===== src/rtl/osd_stm_mor1kx_tracebuf.sv =====
// Software-trace event extractor for the mor1kx trace port: catches l.nop trace events, pairs them
// with a shadow of the value register, and buffers them in a FWFT FIFO with overflow reporting.
module osd_stm_mor1kx_tracebuf #(
    parameter int unsigned DATA_WIDTH = 32,
    parameter int unsigned XLEN       = 64,
    parameter int unsigned DEPTH      = 4,
    parameter logic [4:0]  VALUE_REG  = 5'd3,
    parameter logic [15:0] NOP_PREFIX = 16'h1500,
    parameter logic [15:0] OVF_ID     = 16'hFFFF
) (
    input  logic                    clk,
    input  logic                    rst,
    input  logic                    enable,
    input  logic                    trace_valid_in,
    input  logic [31:0]             trace_insn,
    input  logic                    trace_wben,
    input  logic [4:0]              trace_wbreg,
    input  logic [DATA_WIDTH-1:0]   trace_wbdata,
    output logic                    trace_valid,
    input  logic                    trace_ready,
    output logic [15:0]             trace_id,
    output logic [XLEN-1:0]         trace_value,
    output logic [$clog2(DEPTH):0]  fifo_level,
    output logic [15:0]             lost_count
);

    localparam int unsigned AW = $clog2(DEPTH);
    localparam int unsigned LW = AW + 1;
    localparam logic [LW-1:0] DEPTH_L = LW'(DEPTH);

    typedef struct packed {
        logic [15:0]     id;
        logic [XLEN-1:0] value;
    } entry_t;

    logic [DATA_WIDTH-1:0] shadow;
    entry_t                mem [DEPTH];
    logic [AW-1:0]         rd_ptr;
    logic [AW-1:0]         wr_ptr;
    logic [LW-1:0]         level;
    logic [15:0]           lost;

    logic                  event_hit;
    logic                  pop;
    logic                  space;
    logic [16:0]           lost_sum;
    logic [15:0]           lost_sat;
    logic                  push;
    entry_t                push_entry;
    logic [15:0]           lost_next;
    entry_t                head;

    assign event_hit = enable && trace_valid_in
                    && (trace_insn[31:16] == NOP_PREFIX)
                    && (trace_insn[15:0] != 16'h0000);

    assign pop   = trace_valid && trace_ready;
    assign space = (level < DEPTH_L) || pop;

    // Pending drops plus this cycle's event; the same saturated sum serves both the
    // overflow record and the drop counter, since a drop only happens with event_hit set.
    assign lost_sum = {1'b0, lost} + 17'(event_hit);
    assign lost_sat = lost_sum[16] ? 16'hFFFF : lost_sum[15:0];

    // NOTE: every signal gets a default before the priority chain, so no latch is inferred.
    always_comb begin
        push       = 1'b0;
        push_entry = '0;
        lost_next  = lost;
        if ((lost != 16'h0000) && space) begin
            push             = 1'b1;
            push_entry.id    = OVF_ID;
            push_entry.value = XLEN'(lost_sat);
            lost_next        = 16'h0000;
        end else if (event_hit && space) begin
            push             = 1'b1;
            push_entry.id    = trace_insn[15:0];
            push_entry.value = XLEN'(shadow);
        end else if (event_hit) begin
            lost_next = lost_sat;
        end
    end

    // NOTE: sequential state uses non-blocking assignments so every register samples pre-edge values;
    // this is what keeps a same-cycle writeback invisible to the event captured alongside it.
    always_ff @(posedge clk) begin
        if (rst) begin
            shadow <= '0;
            rd_ptr <= '0;
            wr_ptr <= '0;
            level  <= '0;
            lost   <= '0;
        end else begin
            if (trace_wben && (trace_wbreg == VALUE_REG))
                shadow <= trace_wbdata;
            if (push)
                wr_ptr <= wr_ptr + 1'b1;
            if (pop)
                rd_ptr <= rd_ptr + 1'b1;
            case ({push, pop})
                2'b10:   level <= level + 1'b1;
                2'b01:   level <= level - 1'b1;
                default: level <= level;
            endcase
            lost <= lost_next;
        end
    end

    // NOTE: storage is left unreset; outputs are masked to zero whenever the FIFO is empty.
    always_ff @(posedge clk) begin
        if (push)
            mem[wr_ptr] <= push_entry;
    end

    assign head        = mem[rd_ptr];
    assign trace_valid = (level != '0);
    assign trace_id    = trace_valid ? head.id : 16'h0000;
    assign trace_value = trace_valid ? head.value : '0;
    assign fifo_level  = level;
    assign lost_count  = lost;

endmodule


===== config.mk =====
export PLATFORM = sky130hd
export DESIGN_NAME = osd_stm_mor1kx_tracebuf
export DESIGN_NICKNAME = d
export VERILOG_FILES = /design/src/rtl/osd_stm_mor1kx_tracebuf.sv
export SDC_FILE = /design/constraint.sdc
export NUM_CORES = 1
export LEC_CHECK = 0
export BUFFER_PORTS_ARGS = -buffer_cell sky130_fd_sc_hd__buf_2
export CORE_AREA = 3 3 148 257
export DETAILED_ROUTE_END_ITERATION = 6
export DIE_AREA = 0 0 151 260
export SLEW_MARGIN = 20
export SYNTH_ARGS = -nofsm -noshare
export SYNTH_HDL_FRONTEND = slang
export SYNTH_SLANG_ARGS = --single-unit

===== constraint.sdc =====
create_clock -name clk -period 6.7 [get_ports clk]
set_clock_uncertainty 0.05 [all_clocks]
set_input_delay 1.005 -clock clk [delete_from_list [all_inputs] [get_ports clk]]
set_output_delay 1.005 -clock clk [all_outputs]
set_load 0.1 [all_outputs]

==> metrics.cfg <==
[detailed_routing]
drc_errors = 0
wire_per_inst_um = 18.8
ant_nets = 0
drt_iter0_markers = 355
dr.pass1.iters = 4
drt_wl_total_mm = 25.9
via_count = 6403
via_per_inst = 4.64

[finish]
nets = 975
diodes = 0
final_cell_area_sq_um = 12600
final_layout_size_suffix_gt1_share_pct = 29.8
final_cell_mix = 192 x edfxtp_1, 142 x buf_2, 70 x nand2_1
area_delta_synth_final_pct = 17.0
final_common_cell = edfxtp_1

[critical_path]
crit_fanout = 19
critPathKind = in2reg
end_kind = register
arrival_ns = 4.29
crit_path_start_kind = primary input
r2r_slack_ns = 3.14
required_ns = 6.91

[sta]
fmax_mhz = 245
slew_viol_final = 0
worst_pin_slew_ns = 0.891
period_share_pct = 60.9
finalSetupTns_ns = 0
finalHoldViolCount = 0
period_minus_slack_ns = 4.08
slew_headroom_pct = 40.5
setup_viol = 0
rsz0062_at_grt = false

[floorplan]
io-pin-count = 175
core_sq_um = 36100
die-area_sq_um = 39300
rows = 92
die_h_um = 260
initial_core_util_pct = 29.7
die_w_um = 151

[pwr]
pwr-share-comb_pct = 3.8
p_switching_uw = 676
peakVddDrop_v = 0.000145
p_leak_uw = 0.00446
power_uw = 3100
powerDensity_nw_per_um2 = 247
clkPwrFrac_pct = 43.3
netSwitchingFraction_pct = 21.8
p_int_uw = 2430
seqPwrFrac_pct = 52.8

[place]
portBuffers = 142
globalplace.congestion = 0.798
post-dp-hpwl_mm = 17.4
dpl_cell_area_sq_um = 11800

[global_route]
track_usage_pct = 13.1
grt_max_degree = 51
overflow = 0
grt_antenna_before_repair = 0
grt_pass1_vias = 6751
grt_pass1_wl_mm = 39.2

[logic_synthesis]
ys_seq_area_share_pct = 64.2
syn-mean-instance-area_sq_um = 14.1
yosys_warnings = 0
yosysUniqueCellTypes = 57
synth_edf_count = 192
syn_inst = 763
ys_seq_elements = 249
netlist_area_sq_um = 10800
synthArstFlopShare_pct = 0
synth-main-ff-cell = edfxtp_1

[hold_path]
hp-class = reg2reg

[run]
drv_cap = 0

[clock_network]
clk_pin_slew_worst_paths_ns = 0.06
postCtsSetupBuffers = 0
clkSinkCount = 249
clockBufferDepth = 3
cts_buffers = 24
cts-resized-gates = 0
cts_tree = yes
clk_latency_ns = 0.52
clockRootBuffer = clkbuf_16
cts_hold_buffers = 0
h-tree-depth = 1

[run_status]
status = finished clean

## worst paths after layout
kind	startpoint	to	cells past startpoint
min	shadow[31]$_SDFFE_PP0P_	shadow[31]$_SDFFE_PP0P_	2
min reg2reg	shadow[31]$_SDFFE_PP0P_	shadow[31]$_SDFFE_PP0P_	2
max	trace_insn[8]	mem[0][2]$_DFFE_PP_	10
max reg2reg	lost_count[7]$_SDFFE_PP0P_	fifo_level[2]$_SDFFE_PP0P_	11
## state kept, by name (all words and copies together) (netlist names), named ones only
register	flops
wr_ptr	2
rd_ptr	2
lost_count	16
shadow	32
fifo_level	3
mem	192
## routing by layer
layer	track usage, %	vias to the layer above	wire length [um]
li1	-	3018	-
met1	14.8	3172	9890
met2	24.2	167	13800
met3	2.07	46	1230
met4	5.52	0	959
met5	0	-	0
## metrics by stage
stage / worst slack, ns / std cells / hold WS [ns] / utilization (%)
6_report: 2.62 / 1380 / 0.396 / 34.8
3_3_place_gp: 2.14 / 1335 / 0.386 / 32.5
2_1_floorplan: 2.55 / 794 / 0.382 / -
4_1_cts: 2.63 / 1379 / 0.400 / 34.7
3_5_place_dp: 2.10 / 1335 / 0.392 / 32.5
5_1_grt: 2.43 / 1380 / 0.425 / 34.8
## power by group through the flow
stage	registers [uW]	clock network, uW	logic [uW]
6_report	1640	1350	119
5_1_grt	1640	1440	125
4_1_cts	1640	1390	119
3_5_place_dp	1670	0	119
3_3_place_gp	1670	0	118
2_1_floorplan	1670	0	105
## kinds of logic after synthesis
kind of cell,count (synthesis),share of synthesized area (%)
adders and majority gates,8,1.00
DFF,249,64.2
AOI/OAI and AO/OA,94,5.48
xor gates and xnor gates,16,1.30
buffers and inverters,90,4.92
other,1,0.0349
muxes,52,10.4
and+or+nand+nor,253,12.6
## layout make-up
type                    instances  area, sq um
clock inverters                11         90.1
inverters                      10         37.5
fillers                      3606        23600
repair buffers                152          806
flip-flops and latches        249         6910
multi-input cells             455         3450
well taps                     470          588
clock buffers                  33          696
## worst max-delay path, stage by stage
cell and delay, ns:
buf_2 0.10, nor4_1 0.73, nand4_1 0.44, and3_4 0.35, ha_1 0.23, nand3_1 0.31
nor4_4 0.08, nand2b_1 0.56, o21ai_0 0.19, a22o_2 0.27
## Yosys cell counts (all sizes together), types with 2 or more instances
library cell / n / area (sq um)
buf: 50 / 379
or3: 2 / 12.5
edfxtp: 192 / 5770
a41oi: 2 / 17.5
a31oi: 3 / 18.8
xnor2: 11 / 96.3
ha: 7 / 87.6
dfxtp: 57 / 1140
xor2: 5 / 43.8
mux2i: 4 / 40.0
inv: 10 / 37.5
mux4: 48 / 1080
nor2: 51 / 191
nand3: 6 / 30.0
nor3: 4 / 20.0
nor3b: 2 / 15.0
a22o: 3 / 30.0
and4: 5 / 43.8
o21ai: 11 / 58.8
or4: 3 / 30.0
a21o: 10 / 75.1
a221oi: 2 / 30.0
a311oi: 4 / 35.0
nand4: 7 / 43.8
nor4: 14 / 118
and2: 72 / 459
nand2: 70 / 263
clkbuf: 30 / 113
a21oi: 50 / 250
or2: 2 / 12.5
and3: 9 / 61.3
o2bb2ai: 3 / 26.3
Note: power is estimated with default switching activity, not from simulation.
